<file path="src/rtl/drs_pkg.sv">
// Shared types and defaults for the decoded-data RAM scheduler.
// Optional feature macro: DRS_PACING_EN (inserts a GAP state between readout bytes).
package drs_pkg;

  // Readout FSM states. Explicit encoding keeps debug traces readable.
  typedef enum logic [2:0] {
    ST_IDLE    = 3'd0,
    ST_ISSUE   = 3'd1,
    ST_CAPTURE = 3'd2,
    ST_OFFER   = 3'd3,
    ST_GAP     = 3'd4
  } drs_state_e;

  localparam int DRS_FRAME_BYTES = 121;
  localparam int DRS_GAP_CYCLES  = 10;
  localparam int DRS_DROP_W      = 8;

endpackage

</file>
<file path="src/rtl/decode_ram_scheduler_rise_detect.sv">
// Rising-edge detector: registers a level and pulses for one cycle on 0->1.
module rise_detect (
  input  logic i_clk,
  input  logic i_rst_n,
  input  logic i_level,
  output logic o_pulse
);

  logic r_level;

  // Previous-cycle copy of the level.
  always_ff @(posedge i_clk or negedge i_rst_n) begin
    if (!i_rst_n) begin
      r_level <= 1'b0;
    end else begin
      r_level <= i_level;
    end
  end

  assign o_pulse = i_level & ~r_level;

endmodule

</file>
<file path="src/rtl/decode_ram_scheduler.sv">
// Scheduler for the single-port decoded-data RAM behind the LDPC decoder.
// Decoder write-back (one byte per dec_valid rising edge) and UART readout
// share the RAM port; writes always win and reads retry in ISSUE.
// Optional feature macro: DRS_PACING_EN (GAP_CYCLES idle cycles between bytes).
//
// TX handshake: a byte transfers on a rising clock edge where tx_valid and
// tx_ready are both 1; tx_valid/tx_data stay stable from assertion until then,
// and tx_valid never drops without a transfer (except on reset).
module decode_ram_scheduler
  import drs_pkg::*;
#(
  parameter int ADDR_W      = 10,
  parameter int DATA_W      = 8,
  parameter int FRAME_BYTES = DRS_FRAME_BYTES,
  parameter int GAP_CYCLES  = DRS_GAP_CYCLES
) (
  input  logic                  CLOCK_50,
  input  logic                  reset_n,
  input  logic                  dec_valid,
  input  logic [DATA_W-1:0]     dec_data,
  input  logic                  unload,
  input  logic                  tx_ready,
  output logic                  tx_valid,
  output logic [DATA_W-1:0]     tx_data,
  output logic [ADDR_W-1:0]     ram_addr,
  output logic [DATA_W-1:0]     ram_wdata,
  output logic                  ram_wren,
  input  logic [DATA_W-1:0]     ram_q,
  output logic                  frame_full,
  output logic                  frame_done,
  output logic [DRS_DROP_W-1:0] drop_cnt,
  output drs_state_e            dbg_state
);

  // One extra bit so a pointer can hold FRAME_BYTES == 2**ADDR_W.
  localparam int PTR_W = ADDR_W + 1;
  localparam logic [PTR_W-1:0] FRAME_END = PTR_W'(FRAME_BYTES);

  logic                  w_rise;
  logic                  w_accept;
  logic                  w_drop;
  logic                  w_frame_full;
  logic                  w_frame_done;
  logic                  w_tx_hs;
  logic                  w_rd_ok;
  logic                  w_rd_ok_after;
  logic [PTR_W-1:0]      w_rd_ptr_inc;

  logic                  r_wpend;
  logic [DATA_W-1:0]     r_wbuf;
  logic [PTR_W-1:0]      r_wr_ptr;
  logic [PTR_W-1:0]      r_rd_ptr;
  logic [DRS_DROP_W-1:0] r_drop_cnt;
  logic                  r_tx_valid;
  logic [DATA_W-1:0]     r_tx_data;
  drs_state_e            r_state;
  drs_state_e            w_next_state;

  rise_detect u_rise_detect (
    .i_clk   (CLOCK_50),
    .i_rst_n (reset_n),
    .i_level (dec_valid),
    .o_pulse (w_rise)
  );

  assign w_frame_full  = (r_wr_ptr == FRAME_END);
  assign w_frame_done  = (r_rd_ptr == FRAME_END);
  assign w_accept      = w_rise & ~w_frame_full;
  assign w_drop        = w_rise &  w_frame_full;
  assign w_tx_hs       = (r_state == ST_OFFER) & r_tx_valid & tx_ready;
  assign w_rd_ptr_inc  = r_rd_ptr + PTR_W'(1);

  // Readout may start only on bytes already committed to RAM.
  assign w_rd_ok       = unload & (r_rd_ptr < r_wr_ptr) & ~w_frame_done;
  // Same test as seen after the pointer bump of a handshake in progress;
  // lets the IDLE decision be taken on the way out of OFFER/GAP for free.
  assign w_rd_ok_after = unload & (w_rd_ptr_inc < r_wr_ptr) & (w_rd_ptr_inc != FRAME_END);

  // One-entry write buffer and write pointer; the buffered byte owns the port next cycle.
  always_ff @(posedge CLOCK_50 or negedge reset_n) begin
    if (!reset_n) begin
      r_wpend  <= 1'b0;
      r_wbuf   <= '0;
      r_wr_ptr <= '0;
    end else begin
      if (r_wpend) begin
        r_wpend  <= 1'b0;
        r_wr_ptr <= r_wr_ptr + PTR_W'(1);
      end
      if (w_accept) begin
        r_wpend <= 1'b1;
        r_wbuf  <= dec_data;
      end
    end
  end

  // Saturating count of write requests discarded while the frame is full.
  always_ff @(posedge CLOCK_50 or negedge reset_n) begin
    if (!reset_n) begin
      r_drop_cnt <= '0;
    end else if (w_drop && (r_drop_cnt != {DRS_DROP_W{1'b1}})) begin
      r_drop_cnt <= r_drop_cnt + DRS_DROP_W'(1);
    end
  end

  // Read pointer advances only on a completed TX handshake.
  always_ff @(posedge CLOCK_50 or negedge reset_n) begin
    if (!reset_n) begin
      r_rd_ptr <= '0;
    end else if (w_tx_hs) begin
      r_rd_ptr <= w_rd_ptr_inc;
    end
  end

  // TX holding register: loaded from RAM in CAPTURE, released on handshake.
  always_ff @(posedge CLOCK_50 or negedge reset_n) begin
    if (!reset_n) begin
      r_tx_valid <= 1'b0;
      r_tx_data  <= '0;
    end else if (r_state == ST_CAPTURE) begin
      r_tx_valid <= 1'b1;
      r_tx_data  <= ram_q;
    end else if (w_tx_hs) begin
      r_tx_valid <= 1'b0;
    end
  end

`ifdef DRS_PACING_EN
  logic [15:0] r_gap_cnt;

  // Counts cycles spent in GAP; cleared in every other state.
  always_ff @(posedge CLOCK_50 or negedge reset_n) begin
    if (!reset_n) begin
      r_gap_cnt <= '0;
    end else if (r_state == ST_GAP) begin
      r_gap_cnt <= r_gap_cnt + 16'd1;
    end else begin
      r_gap_cnt <= '0;
    end
  end
`else
  logic w_unused_gap;
  assign w_unused_gap = (GAP_CYCLES != 0);
`endif

  // FSM state register.
  always_ff @(posedge CLOCK_50 or negedge reset_n) begin
    if (!reset_n) begin
      r_state <= ST_IDLE;
    end else begin
      r_state <= w_next_state;
    end
  end

  // FSM next-state logic.
  always_comb begin
    w_next_state = r_state;
    case (r_state)
      ST_IDLE: begin
        if (w_rd_ok) w_next_state = ST_ISSUE;
      end
      ST_ISSUE: begin
        // A pending write holds the port this cycle; retry the read next cycle.
        if (!r_wpend) w_next_state = ST_CAPTURE;
      end
      ST_CAPTURE: begin
        w_next_state = ST_OFFER;
      end
      ST_OFFER: begin
        if (w_tx_hs) begin
`ifdef DRS_PACING_EN
          if (GAP_CYCLES > 0) w_next_state = ST_GAP;
          else                w_next_state = w_rd_ok_after ? ST_ISSUE : ST_IDLE;
`else
          w_next_state = w_rd_ok_after ? ST_ISSUE : ST_IDLE;
`endif
        end
      end
      ST_GAP: begin
`ifdef DRS_PACING_EN
        if (r_gap_cnt == 16'(GAP_CYCLES - 1)) w_next_state = w_rd_ok ? ST_ISSUE : ST_IDLE;
`else
        w_next_state = ST_IDLE;
`endif
      end
      default: w_next_state = ST_IDLE;
    endcase
  end

  // FSM/port outputs: the write buffer has priority on the RAM address.
  always_comb begin
    ram_wren   = r_wpend;
    ram_wdata  = r_wbuf;
    ram_addr   = '0;
    if (r_wpend) begin
      ram_addr = r_wr_ptr[ADDR_W-1:0];
    end else if (r_state == ST_ISSUE) begin
      ram_addr = r_rd_ptr[ADDR_W-1:0];
    end
    tx_valid   = r_tx_valid;
    tx_data    = r_tx_data;
    frame_full = w_frame_full;
    frame_done = w_frame_done;
    drop_cnt   = r_drop_cnt;
    dbg_state  = r_state;
  end

endmodule

</file>
<file path="config.mk">
export PLATFORM = sky130hd
export DESIGN_NAME = decode_ram_scheduler
export DESIGN_NICKNAME = d
export VERILOG_FILES = /design/src/rtl/drs_pkg.sv /design/src/rtl/decode_ram_scheduler_rise_detect.sv /design/src/rtl/decode_ram_scheduler.sv
export SDC_FILE = /design/constraint.sdc
export NUM_CORES = 1
export LEC_CHECK = 0
export ABC_AREA = 1
export BUFFER_PORTS_ARGS = -buffer_cell sky130_fd_sc_hd__buf_2
export CAP_MARGIN = 20
export CORE_MARGIN = 2
export CORE_UTILIZATION = 60
export CTS_BUF_LIST = sky130_fd_sc_hd__clkbuf_8
export DETAILED_ROUTE_END_ITERATION = 8
export GPL_TIMING_DRIVEN = 0
export PLACE_DENSITY = 0.86
export RECOVER_POWER = 50
export SYNTH_ARGS = -nofsm -noshare
export SYNTH_HDL_FRONTEND = slang
export SYNTH_SLANG_ARGS = --single-unit
</file>
<file path="constraint.sdc">
create_clock -name CLOCK_50 -period 3.55 [get_ports CLOCK_50]
set_clock_uncertainty 0.2 [all_clocks]
set_input_delay 0.1775 -clock CLOCK_50 [delete_from_list [all_inputs] [get_ports CLOCK_50]]
set_output_delay 0.1775 -clock CLOCK_50 [all_outputs]
set_load 0.02 [all_outputs]
</file>
==> results by group <==
Synth
  – Sequential element share of the synthesized area: 40.70%
  – Library cell with the largest summed area after synthesis: dfrtp_1
  – Post-synthesis mux area share: 0.9577%
  – Number of enable flip-flop cells after synthesis: 0
  – Post-Syn Instances: 392
  – Post-synthesis area per instance: 7.999 um^2
  – Dominant combinational cell family by area after synthesis: simple AND/OR/NAND/NOR gates
  – Synthesized-area fraction occupied by ao, oa, aoi and oai cells: 5.906%
  – Cell types occupying the most area after synthesis: dfrtp_1 (41%), nand2_1 (15%), ha_1 (12%)
  – Warnings, synthesis: 0
  – Post-synthesis cell type count: 29
  – Fraction of the mapped netlist area in adder cells: 11.97%
  – Post-synth top flop: dfrtp_1
  – Syn Std Cell Area: 3136 um^2
  – Post-synth net total: 443
  – Yosys top cell area share: 40.70%
  – Post-synthesis xor/xnor area fraction: 5.028%
  – Asr flop ratio synth: 100.0%
  – Yosys reg bits: 51
  – Simple logic cell fraction of the synthesized area: 28.37%

STA
  – Number of setup violations in the final report: 0
  – FMAX: 0.3715 GHz
  – Count of final hold-check violations: 0
  – Slew of the pin with the lowest slew margin: 1.360 ns
  – Final period utilization: 75.83%
  – Worst slew margin relative to its limit: 9.348%
  – Unrepaired setup endpoints after global routing: false
  – Final Critical Period: 2.692 ns
  – Sum of negative setup slack: 0 ns
  – Count of final max-slew check failures: 0

Power and ir drop
  – Power per cell area: 341.5 nW/um^2
  – Max IR drop VDD: 259.2 uV
  – Static leakage: 2.097 nW

Route
  – DRC violations left: 0
  – Per-cell via count in the routed design: 5.332
  – Total length of routed wires: 7536 um
  – Total via count in the routed design: 2927
  – Avg WL per Cell: 13.73 um
  – Drt initial violations: 186
  – Detail Route Antenna Nets: 0
  – Initial DRT Pass Iterations: 4

Setup path
  – Category of the most critical setup path: register to register
  – Highest net fanout along the worst path: 9
  – Required time of the worst setup path: 3.56 ns
  – Data arrival at the endpoint of the critical path: 2.70 ns
  – Setup slack, reg-to-reg: 0.86 ns
  – Endpoint kind of the worst setup timing path: register
  – Worst R2R Start: r_rd_ptr[0]
  – Nature of the critical path startpoint: register
  – Reg-to-reg critical path endpoint: dbg_state[0]
  – Worst Reg-to-Reg Cells: 16

Global routing
  – Global-route wire length before repair: 13350 um
  – Pin count of the biggest net entering global routing: 30
  – Vias in the first global route: 2985
  – GR Util All Layers: 28.20%
  – Leftover overflow at the end of global routing: 0
  – Number of antenna violations at the first check in global routing: 0

CTS
  – Clock transition at the registers of the reported paths: 0.10 ns
  – Clock tree from TritonCTS: yes
  – Htree depth: 2
  – Clk sinks: 51
  – Clock network latency to the later pin of the worst-skew pair: 0.31 ns
  – Number of gates given a new drive strength after cts: 0
  – Deepest clock path buffer count: 2
  – Root buf cell: clkbuf_8
  – Number of buffers created by CTS: 5

Finish
  – Filler cell count: 400
  – # nets final: 529
  – Final Util: 74.68%
  – Area Overhead vs Synth: 20.87%
  – Layout cells sized above 1: 14.20%
  – Antenna Cells: 0

Floorplan
  – Die extent in y: 76.29 um
  – Ports placed on the boundary: 62
  – Core Region: 5075 um^2
  – Initial cell density of the core: 61.79%
  – X dimension of the die: 76.29 um
  – DIE AREA: 5820 um^2
  – Site Rows: 26

Min path
  – Hold path cells: 3
  – Hold Crit Start: tx_ready
  – Hold EP: r_rd_ptr[0]
  – Worst min-delay path category: primary input to register

Job
  – Max-Cap Viols: 0

Placement
  – Placed wire-length estimate: 5378 um
  – Placer Congestion: 0.8978
  – Number of port buffers: 60

Run status
  – Result of the run: finished clean
## per-stage QoR
step	area, um^2	worst slack [ns]	total power [mW]	instances	hold slack, ns
global placement	3523	1.001	0.9206	522	0.1008
global route	3790	0.6393	1.373	549	0.02766
finish	3790	0.8580	1.294	549	0.006628
floorplan	3136	1.274	0.8452	392	-0.3181
detailed placement	3543	0.9028	0.9400	523	-0.001115
CTS	3815	0.8945	1.298	549	0.01204
## Yosys cell counts, drive strengths merged, types with 2 or more instances
library cell / count
a21oi: 7
buf: 2
clkbuf: 5
dfrtp: 51
ha: 30
inv: 48
mux2: 2
nand2: 126
nand3: 32
nand4: 11
nor2: 24
nor3: 5
o21ai: 24
o21bai: 2
xnor2: 2
xor2: 16
## layout make-up
cell class / instances / area (um^2) / area share [%]
Inverter: 49 / 183.9 / 4.853
Multi-Input combinational cell: 285 / 1642 / 43.31
Clock inverter: 3 / 22.52 / 0.5943
Clock buffer: 5 / 68.82 / 1.816
Tap cell: 70 / 87.58 / 2.311
Buffer: 7 / 33.78 / 0.8914
Sequential cell: 51 / 1276 / 33.67
Timing Repair Buffer: 79 / 475.5 / 12.55
## registers in the layout (all words and copies together), names as in the netlist
name	flops
dbg_state	2
drop_cnt	8
r_rd_ptr	11
r_wr_ptr	11
ram_wdata	8
ram_wren	1
tx_data	8
tx_valid	1
u_rise_detect.r_level	1
## cells by family after synthesis
family / count (synthesis)
adders and majority gates: 30
other: 1
buffers and inverters: 56
DFF: 51
and+or+nand+nor: 199
xor gates and xnor gates: 18
AOI/OAI and AO/OA: 35
muxes: 2
## what timing repair did
| action | 4_1_cts | 5_1_grt |
|---|---|---|
| hold endpoints to repair | 39 | 0 |
| buffers inserted | 0 | 0 |
| hold buffers | 18 | 0 |
## worst max-delay path, cell delays in order, from the launching register on
cell and delay [ns]:
dfrtp_1 0.56, ha_1 0.27, nand2_2 0.10, nor2_4 0.18, nand3_1 0.11, nand2_1 0.08
nand2_1 0.09, ha_1 0.30, nand2_1 0.06, nor2_1 0.14, nand4_1 0.10, a21oi_1 0.13
nor2_1 0.07, nand2_1 0.06, nand2_1 0.05, nand2_1 0.05, nand2_1 0.04
## layout by cell type, fill, tap and decap left out, types with 2 or more instances in the layout
cell           synthesis  final
a21oi_1                7      7
buf_2                  0     40
buf_4                  2      2
clkbuf_1               5     25
clkbuf_8               0      5
dfrtp_1               51     51
dlygate4sd3_1          0     18
ha_1                  30     30
inv_1                 45     45
inv_2                  3      3
mux2_4                 2      2
nand2_1              122    122
nand2_2                4      4
nand3_1               31     31
nand4_1               10     10
nor2_1                22     22
nor3_1                 2      2
nor3_2                 2      2
o21ai_0               24     24
o21bai_1               2      2
xnor2_1                2      2
xor2_1                16     16
## routing by layer
layer / global-route usage [%] / part of all wire, % / up-vias
met5: 0 / 0 / -
met2: 47.70 / 48 / 113
met4: 9.273 / 1.8 / 0
met3: 7.227 / 7.2 / 15
met1: 35.40 / 43 / 1373
li1: - / - / 1426
## where the power goes
group | total, mW | switching, mW | internal (mW)
logic | 0.278 | 0.171 | 0.107
registers | 0.668 | 0.0463 | 0.622
clock network | 0.348 | 0.206 | 0.142
total | 1.29 | 0.423 | 0.871
## worst max-delay path by stage
stage | from | endpoint | depth (start not counted)
6_report | r_rd_ptr[0] | dbg_state[0] | 16
5_1_grt | r_rd_ptr[0] | dbg_state[0] | 16
4_1_cts | r_rd_ptr[0] | dbg_state[0] | 16
3_5_place_dp | r_rd_ptr[0] | dbg_state[0] | 16
3_3_place_gp | r_rd_ptr[0] | dbg_state[0] | 16
2_1_floorplan | r_rd_ptr[0] | dbg_state[0] | 16
No activity file was read; power rests on OpenSTA's default activity.
